[config.mk]
export PLATFORM = sky130hd
export DESIGN_NAME = fetch_stage_flat
export DESIGN_NICKNAME = d
export VERILOG_FILES = /design/src/rtl/fetch_stage_pkg.sv /design/src/rtl/fetch_stage_if.sv /design/src/rtl/dff.sv /design/src/rtl/fetch_ctl.sv /design/src/rtl/fetch_ctl_chk.sv /design/src/rtl/mux.sv /design/src/rtl/fetch_stage.sv /design/src/flat_wrapper.sv
export SDC_FILE = /design/constraint.sdc
export NUM_CORES = 1
export LEC_CHECK = 0
export CORE_MARGIN = 5
export CORE_UTILIZATION = 45
export CTS_BUF_LIST = sky130_fd_sc_hd__clkbuf_4 sky130_fd_sc_hd__clkbuf_8
export DETAILED_ROUTE_END_ITERATION = 8
export GPL_ROUTABILITY_DRIVEN = 0
export MAX_ROUTING_LAYER = met4
export PLACE_DENSITY_LB_ADDON = 0.1
export SYNTH_ARGS = -nofsm -noshare
export SYNTH_HDL_FRONTEND = slang
export SYNTH_SLANG_ARGS = --single-unit
[constraint.sdc]
create_clock -name clk_i -period 2.3 [get_ports clk_i]
set_clock_uncertainty 0.1 [all_clocks]
set_input_delay 0.575 -clock clk_i [delete_from_list [all_inputs] [get_ports clk_i]]
set_output_delay 0.575 -clock clk_i [all_outputs]
set_load 0.02 [all_outputs]
[src/rtl/fetch_stage_pkg.sv]
// Shared types and constants for the rvga fetch stage.
package fetch_stage_pkg;

   typedef logic [31:0] rvga_word;

   typedef enum logic [1:0] {
      FS_REQ  = 2'd0,
      FS_WAIT = 2'd1,
      FS_HOLD = 2'd2,
      FS_DROP = 2'd3
   } rvga_fetch_state_e;

   localparam rvga_word RVGA_NOP = 32'h0000_0013;
   localparam rvga_word PC_STEP  = 32'h0000_0004;

   function automatic rvga_word align_word(input rvga_word addr);
      return {addr[31:2], 2'b00};
   endfunction

endpackage

[src/rtl/fetch_stage_if.sv]
// Instruction-memory request/response channel between fetch and imem.
interface fetch_stage_if;
   import fetch_stage_pkg::*;

   logic     imem_req_v_o;
   rvga_word imem_addr_o;
   logic     imem_req_ready_i;
   logic     imem_resp_v_i;
   rvga_word imem_resp_data_i;

   modport master (
      output imem_req_v_o,
      output imem_addr_o,
      input  imem_req_ready_i,
      input  imem_resp_v_i,
      input  imem_resp_data_i
   );

   modport slave (
      input  imem_req_v_o,
      input  imem_addr_o,
      output imem_req_ready_i,
      output imem_resp_v_i,
      output imem_resp_data_i
   );

endinterface

[src/rtl/dff.sv]
// Enabled register with asynchronous active-low clear to a parameterised value.
module dff #(
   parameter int               WIDTH     = 32,
   parameter logic [WIDTH-1:0] RESET_VAL = '0
) (
   input  logic             clk,
   input  logic             rst_n,
   input  logic             en,
   input  logic [WIDTH-1:0] d,
   output logic [WIDTH-1:0] q
);

   // Storage element; holds when not enabled.
   always_ff @(posedge clk or negedge rst_n) begin
      if (!rst_n) begin
         q <= RESET_VAL;
      end else if (en) begin
         q <= d;
      end
   end

endmodule

[src/rtl/fetch_ctl.sv]
// Fetch control FSM: sequences requests and drives the datapath enables.
module fetch_ctl
   import fetch_stage_pkg::*;
(
   input  logic              clk,
   input  logic              rst_n,
   input  logic              stall_s,
   input  logic              flush_s,
   input  logic              req_ready_s,
   input  logic              resp_v_s,
   output rvga_fetch_state_e state_r,
   output logic              pc_load_s,
   output logic              pc_redirect_s,
   output logic              out_load_s,
   output logic              out_from_hold_s,
   output logic              out_bubble_s,
   output logic              hold_we_s
);

   // State register; flush wins over stall and any response.
   always_ff @(posedge clk or negedge rst_n) begin
      if (!rst_n) begin
         state_r <= FS_REQ;
      end else begin
         case (state_r)
            FS_REQ: begin
               if (req_ready_s) begin
                  state_r <= flush_s ? FS_DROP : FS_WAIT;
               end else begin
                  state_r <= FS_REQ;
               end
            end
            FS_WAIT: begin
               if (flush_s) begin
                  state_r <= resp_v_s ? FS_REQ : FS_DROP;
               end else if (resp_v_s) begin
                  state_r <= stall_s ? FS_HOLD : FS_REQ;
               end else begin
                  state_r <= FS_WAIT;
               end
            end
            FS_HOLD: begin
               if (flush_s || !stall_s) begin
                  state_r <= FS_REQ;
               end else begin
                  state_r <= FS_HOLD;
               end
            end
            FS_DROP: begin
               state_r <= resp_v_s ? FS_REQ : FS_DROP;
            end
            default: begin
               state_r <= FS_REQ;
            end
         endcase
      end
   end

   // Datapath enables decoded from the current state and this cycle's inputs.
   always_comb begin
      pc_load_s       = 1'b0;
      pc_redirect_s   = 1'b0;
      out_load_s      = 1'b0;
      out_from_hold_s = 1'b0;
      hold_we_s       = 1'b0;
      if (flush_s) begin
         pc_load_s     = 1'b1;
         pc_redirect_s = 1'b1;
      end else begin
         case (state_r)
            FS_WAIT: begin
               if (resp_v_s && !stall_s) begin
                  out_load_s = 1'b1;
                  pc_load_s  = 1'b1;
               end else if (resp_v_s) begin
                  hold_we_s = 1'b1;
               end else begin
                  hold_we_s = 1'b0;
               end
            end
            FS_HOLD: begin
               if (!stall_s) begin
                  out_load_s      = 1'b1;
                  out_from_hold_s = 1'b1;
                  pc_load_s       = 1'b1;
               end else begin
                  out_load_s = 1'b0;
               end
            end
            default: begin
               out_load_s = 1'b0;
            end
         endcase
      end
      out_bubble_s = flush_s | (!stall_s & !out_load_s);
   end

   fetch_ctl_chk u_chk (
      .clk      (clk),
      .rst_n    (rst_n),
      .state_r  (state_r),
      .resp_v_s (resp_v_s)
   );

endmodule

[src/rtl/fetch_ctl_chk.sv]
// Protocol checker for the fetch control FSM.
module fetch_ctl_chk
   import fetch_stage_pkg::*;
(
   input logic              clk,
   input logic              rst_n,
   input rvga_fetch_state_e state_r,
   input logic              resp_v_s
);

   // A response while no request is outstanding is a memory protocol error.
   resp_in_req_a: assert property (@(posedge clk) disable iff (!rst_n)
      !((state_r == FS_REQ) && resp_v_s));

endmodule

[src/rtl/mux.sv]
// Two-input word multiplexer.
module mux #(
   parameter int WIDTH = 32
) (
   input  logic             sel,
   input  logic [WIDTH-1:0] in0,
   input  logic [WIDTH-1:0] in1,
   output logic [WIDTH-1:0] y
);

   // Select in1 when sel is high.
   always_comb begin
      if (sel) begin
         y = in1;
      end else begin
         y = in0;
      end
   end

endmodule

[src/rtl/fetch_stage.sv]
// rvga instruction fetch stage: PC, hold buffer and registered decode-facing output.
module fetch_stage
   import fetch_stage_pkg::*;
#(
   parameter rvga_word reset_pc_p = 32'h0000_0000
) (
   input  logic          clk_i,
   input  logic          rst_i,
   input  logic          stall_v_i,
   input  logic          flush_v_i,
   input  rvga_word      redirect_pc_i,
   fetch_stage_if.master imem,
   output rvga_word      pc_o,
   output rvga_word      ir_o,
   output logic          v_o
);

   rvga_fetch_state_e state_s;
   logic              pc_load_s;
   logic              pc_redirect_s;
   logic              out_load_s;
   logic              out_from_hold_s;
   logic              out_bubble_s;
   logic              hold_we_s;
   logic              out_en_s;
   rvga_word          pc_r;
   rvga_word          hold_ir_r;
   rvga_word          pc_inc_s;
   rvga_word          pc_redir_s;
   rvga_word          pc_nxt_s;
   rvga_word          ir_src_s;
   rvga_word          ir_nxt_s;

   fetch_ctl u_ctl (
      .clk             (clk_i),
      .rst_n           (rst_i),
      .stall_s         (stall_v_i),
      .flush_s         (flush_v_i),
      .req_ready_s     (imem.imem_req_ready_i),
      .resp_v_s        (imem.imem_resp_v_i),
      .state_r         (state_s),
      .pc_load_s       (pc_load_s),
      .pc_redirect_s   (pc_redirect_s),
      .out_load_s      (out_load_s),
      .out_from_hold_s (out_from_hold_s),
      .out_bubble_s    (out_bubble_s),
      .hold_we_s       (hold_we_s)
   );

   assign pc_inc_s   = pc_r + PC_STEP;
   assign pc_redir_s = align_word(redirect_pc_i);

   mux #(.WIDTH(32)) u_pc_mux (
      .sel (pc_redirect_s),
      .in0 (pc_inc_s),
      .in1 (pc_redir_s),
      .y   (pc_nxt_s)
   );

   dff #(.WIDTH(32), .RESET_VAL(reset_pc_p)) u_pc (
      .clk   (clk_i),
      .rst_n (rst_i),
      .en    (pc_load_s),
      .d     (pc_nxt_s),
      .q     (pc_r)
   );

   dff #(.WIDTH(32), .RESET_VAL(32'h0000_0000)) u_hold_ir (
      .clk   (clk_i),
      .rst_n (rst_i),
      .en    (hold_we_s),
      .d     (imem.imem_resp_data_i),
      .q     (hold_ir_r)
   );

   // The held word is only used while leaving HOLD; otherwise take the live response.
   mux #(.WIDTH(32)) u_ir_src (
      .sel (out_from_hold_s),
      .in0 (imem.imem_resp_data_i),
      .in1 (hold_ir_r),
      .y   (ir_src_s)
   );

   mux #(.WIDTH(32)) u_ir_nxt (
      .sel (out_load_s),
      .in0 (RVGA_NOP),
      .in1 (ir_src_s),
      .y   (ir_nxt_s)
   );

   assign out_en_s = out_load_s | out_bubble_s;

   dff #(.WIDTH(32), .RESET_VAL(reset_pc_p)) u_pc_out (
      .clk   (clk_i),
      .rst_n (rst_i),
      .en    (out_load_s),
      .d     (pc_r),
      .q     (pc_o)
   );

   dff #(.WIDTH(32), .RESET_VAL(RVGA_NOP)) u_ir_out (
      .clk   (clk_i),
      .rst_n (rst_i),
      .en    (out_en_s),
      .d     (ir_nxt_s),
      .q     (ir_o)
   );

   dff #(.WIDTH(1), .RESET_VAL(1'b0)) u_v_out (
      .clk   (clk_i),
      .rst_n (rst_i),
      .en    (out_en_s),
      .d     (out_load_s),
      .q     (v_o)
   );

   // Gated by reset so no request is presented while reset is held.
   assign imem.imem_req_v_o = rst_i & (state_s == FS_REQ);
   assign imem.imem_addr_o  = pc_r;

endmodule

[src/flat_wrapper.sv]
// flat-port wrapper written by rule: the top's interface ports become plain ports
module fetch_stage_flat import fetch_stage_pkg::*;
#(
   parameter rvga_word reset_pc_p = 32'h0000_0000
)
  (clk_i, rst_i, stall_v_i, flush_v_i, redirect_pc_i, pc_o, ir_o, v_o, imem_imem_req_v_o, imem_imem_addr_o, imem_imem_req_ready_i, imem_imem_resp_v_i, imem_imem_resp_data_i);
  fetch_stage_if imem_i ();
  input  logic clk_i;
  input  logic rst_i;
  input  logic stall_v_i;
  input  logic flush_v_i;
  input  rvga_word redirect_pc_i;
  output rvga_word pc_o;
  output rvga_word ir_o;
  output logic v_o;
  output wire logic [$bits(imem_i.imem_req_v_o)-1:0] imem_imem_req_v_o;
  output wire logic [$bits(imem_i.imem_addr_o)-1:0] imem_imem_addr_o;
  input wire logic [$bits(imem_i.imem_req_ready_i)-1:0] imem_imem_req_ready_i;
  input wire logic [$bits(imem_i.imem_resp_v_i)-1:0] imem_imem_resp_v_i;
  input wire logic [$bits(imem_i.imem_resp_data_i)-1:0] imem_imem_resp_data_i;
  assign imem_imem_req_v_o = imem_i.imem_req_v_o;
  assign imem_imem_addr_o = imem_i.imem_addr_o;
  assign imem_i.imem_req_ready_i = imem_imem_req_ready_i;
  assign imem_i.imem_resp_v_i = imem_imem_resp_v_i;
  assign imem_i.imem_resp_data_i = imem_imem_resp_data_i;
  fetch_stage #(.reset_pc_p(reset_pc_p)) u_core (.clk_i(clk_i), .rst_i(rst_i), .stall_v_i(stall_v_i), .flush_v_i(flush_v_i), .redirect_pc_i(redirect_pc_i), .imem(imem_i), .pc_o(pc_o), .ir_o(ir_o), .v_o(v_o));
endmodule
==> results.tsv <==
stage	metric	value	unit
sta	Final Hold Viols	0	
drt	vias per inst	5.450	
power_and_ir_drop	IR Drop Worst-Case VDD	0.7079	mV
synthesis	Synth Instances	536	
grt	largest net degree at the start of global routing	69	
sta	Slew Limit Fails	0	
drt	TritonRoute pass-1 iters	5	
critical_path	Crit Path Class	flip-flop to output port	
placed_design	port bufs	161	
synthesis	proportion of synthesized chip area in sequential cells	54.69	%
die	IO Count	168	
critical_path	Critical Path RT	1.62	ns
drt	DRC	0	
clocking	CTS tree	yes	
synthesis	top_reg_cell synth	dfrtp_1	
synthesis	Post-synth EDFFs	0	
final_layout	utilization after layout	65.75	%
die	# rows	41	
worst_hold_path	Worst Hold Class	input port to asynchronous set/reset pin	
synthesis	Mean Syn Cell Area	10.85	µm²
placed_design	post-DP HPWL	11190	µm
placed_design	DP Worst Slack	-0.09075	ns
placed_design	placed insts	886	
synthesis	Async SR Flop Fraction	100.0	%
critical_path	Bufs and invs on worst path	1	
clocking	clk_lat worst skew	0.45	ns
grt	total congestion overflow	0	
status	status	completed	
critical_path	CP Data Arrival Time	1.57	ns
clocking	Root Buffer	clkbuf_8	
grt	vias in the first global route	5222	
final_layout	# fillers	1079	
final_layout	commonest non-fill, non-tap cell in the layout	clkdlybuf4s50_1	
clocking	H-tree Lvls	4	
final_layout	layout cells sized above 1	20.54	%
power_and_ir_drop	leakage	3.631	nW
sta	RSZ-0062 raised after global routing	no	
die	DIE AREA	15300	µm²
sta	crit share post-route	97.71	%
final_layout	Area Overhead vs Synth	43.18	%
sta	final setup vio count	0	
synthesis	Yosys cell types	49	
critical_path	critical path, cell by cell	clkdlybuf4s50_1	
clocking	CTS Sinks	127	
synthesis	Yosys reg bits	127	
drt	DRT iter0 DRCs	274	
drt	DR WL/cell	17.09	µm
die	initial core utilization	45.92	%
die	die height	123.7	µm
sta	Worst Tran Pin Value	0.8379	ns
critical_path	crit-path max cell delay	0.65	ns
clocking	clock transition at the registers of the reported paths	0.07	ns
clocking	total CTS buffers	17	
final_layout	most frequent cells in the layout	140 x clkdlybuf4s50_1, 124 x dfrtp_1, 62 x nand2_1, 62 x mux2_2, 46 x buf_4	
clocking	CTS Buffer Depth	2	
grt	initial antenna violation count	1	
critical_path	CP Max Fanout	6	
grt	GR Util All Layers	22.36	%
final_layout	post-layout instance area	8330	µm²
flow_run	max-cap violation count	0	
placed_design	placed cell areas	7919	µm²
drt	Vias	5003	
sta	Fmax achieved	445.0	MHz
final_layout	# nets final	809	
final_layout	Post-Layout Cell Count	918	
drt	antenna viol nets, final	0	
sta	setup tns final	0	ns
die	die width	123.7	µm
sta	Tmin final	2.247	ns
power_and_ir_drop	Pwr Density	956.7	nW/µm²
grt	first-pass GRT wire length	25890	µm
clocking	setup bufs post-CTS	0	
critical_path	Critical Path Start Type	flip-flop	
sta	final worst slack	0.05267	ns
drt	DRT Wirelength	15690	µm
sta	max_slew headroom	44.14	%
die	Core Region	12670	µm²
critical_path	family with the most delay on the worst path	buffers and inverters	
critical_path	Crit. End Element	output port	
synthesis	Post-Syn Area	5818	µm²
synthesis	synth warn	0	
critical_path	CP max stage cell	clkdlybuf4s50_1	
[path summary, 6_finish.rpt]
kind	start	end	slack, ns	depth (start not counted)
worst max-delay path	u_core.u_pc.q[27]	imem_imem_addr_o[27]	0.05	1
worst max register to register	u_core.u_pc.q[5]	u_core.u_pc.q[25]	0.10	4
worst min-delay path	rst_i	u_core.u_pc.q[5]	0.18	2
min in group clk_i	u_core.u_ir_out.q[12]	u_core.u_ir_out.q[12]	0.38	2
max in group asynchronous	rst_i	u_core.u_hold_ir.q[24]	1.33	2
worst min register to register	u_core.u_ir_out.q[12]	u_core.u_ir_out.q[12]	0.38	2
[logic make-up (layout without fill, tap and decap cells)]
family / Yosys count / count (layout) / synth area share (%)
compound gates: 115 / 115 / 12.09
xor+xnor: 7 / 7 / 1.054
fa+ha+maj: 6 / 6 / 1.290
buf+inv: 44 / 250 / 3.183
flops: 127 / 127 / 54.69
mux: 67 / 67 / 12.86
other cells: 1 / 5 / 0.06445
simple gates: 169 / 169 / 14.77
[sequential cells by signal (all words and copies together), names as in the netlist]
signal	cells
u_core.u_hold_ir.q	32
u_core.u_ir_out.q	32
u_core.u_pc.q	30
u_core.u_pc_out.q	30
u_core.u_ctl.state_r	2
u_core.u_v_out.q	1
[layer usage]
layer | part of all wire (%) | vias to the layer above | track usage, %
li1 | - | 2366 | -
met1 | 44 | 2462 | 28.91
met2 | 48 | 152 | 34.37
met3 | 6.2 | 23 | 4.950
met4 | 2.2 | 0 | 8.997
met5 | 0 | - | -
[cell usage after synthesis (2+ instances only)]
cell type	instances	area (µm²)
a211o_1	2	17.52
a21oi_1	9	45.04
a22oi_1	2	15.01
a31oi_1	6	37.54
and2_1	2	12.51
and3_1	4	25.02
and4_1	4	35.03
buf_1	4	15.01
buf_4	5	37.54
clkbuf_1	25	93.84
dfrtp_1	124	3103
dfstp_2	3	78.83
ha_1	6	75.07
inv_1	8	30.03
mux2_2	62	698.2
mux2i_1	5	50.05
nand2_1	62	232.7
nand2b_1	2	12.51
nand3_1	25	125.1
nand4_1	13	81.33
nor2_1	18	67.56
nor2b_1	6	37.54
nor3_1	4	20.02
nor4_1	10	62.56
nor4b_1	2	17.52
o211ai_1	7	52.55
o21a_1	2	15.01
o21ai_0	44	220.2
o22ai_1	29	181.4
o311ai_0	2	17.52
o31a_1	2	17.52
o31ai_1	4	30.03
or3_1	2	12.51
or4_1	11	82.58
xnor2_1	4	35.03
xor2_1	3	26.28
[per-stage QoR]
step	hold WS (ns)	total power, mW
after CTS	0.2119	8.051
after floorplan	0.1794	4.766
after global placement	0.3591	6.033
after detailed placement	0.3693	6.142
after global routing	0.2488	8.445
final	0.1802	7.970
[cell type report]
class	count	area (µm²)	area share, %
Sequential cell	127	3182	38.19
Multi-Input combinational cell	368	2475	29.71
Timing Repair Buffer	210	2034	24.42
Clock buffer	18	247.7	2.974
Tap cell	172	215.2	2.583
Clock inverter	13	140.1	1.682
Inverter	9	33.78	0.4055
Antenna cell	1	2.502	0.03004
[power by group]
part	switching [mW]	internal (mW)
clock network	0.909	0.986
registers	0.381	2.89
logic	1.32	1.49
total	2.61	5.36
[timing repair]
item | CTS | global route
resized for setup | 7 | 14
setup endpoints to repair | 6 | 14
hold buffers | 0 | 0
(Power assumes the default switching activity.)
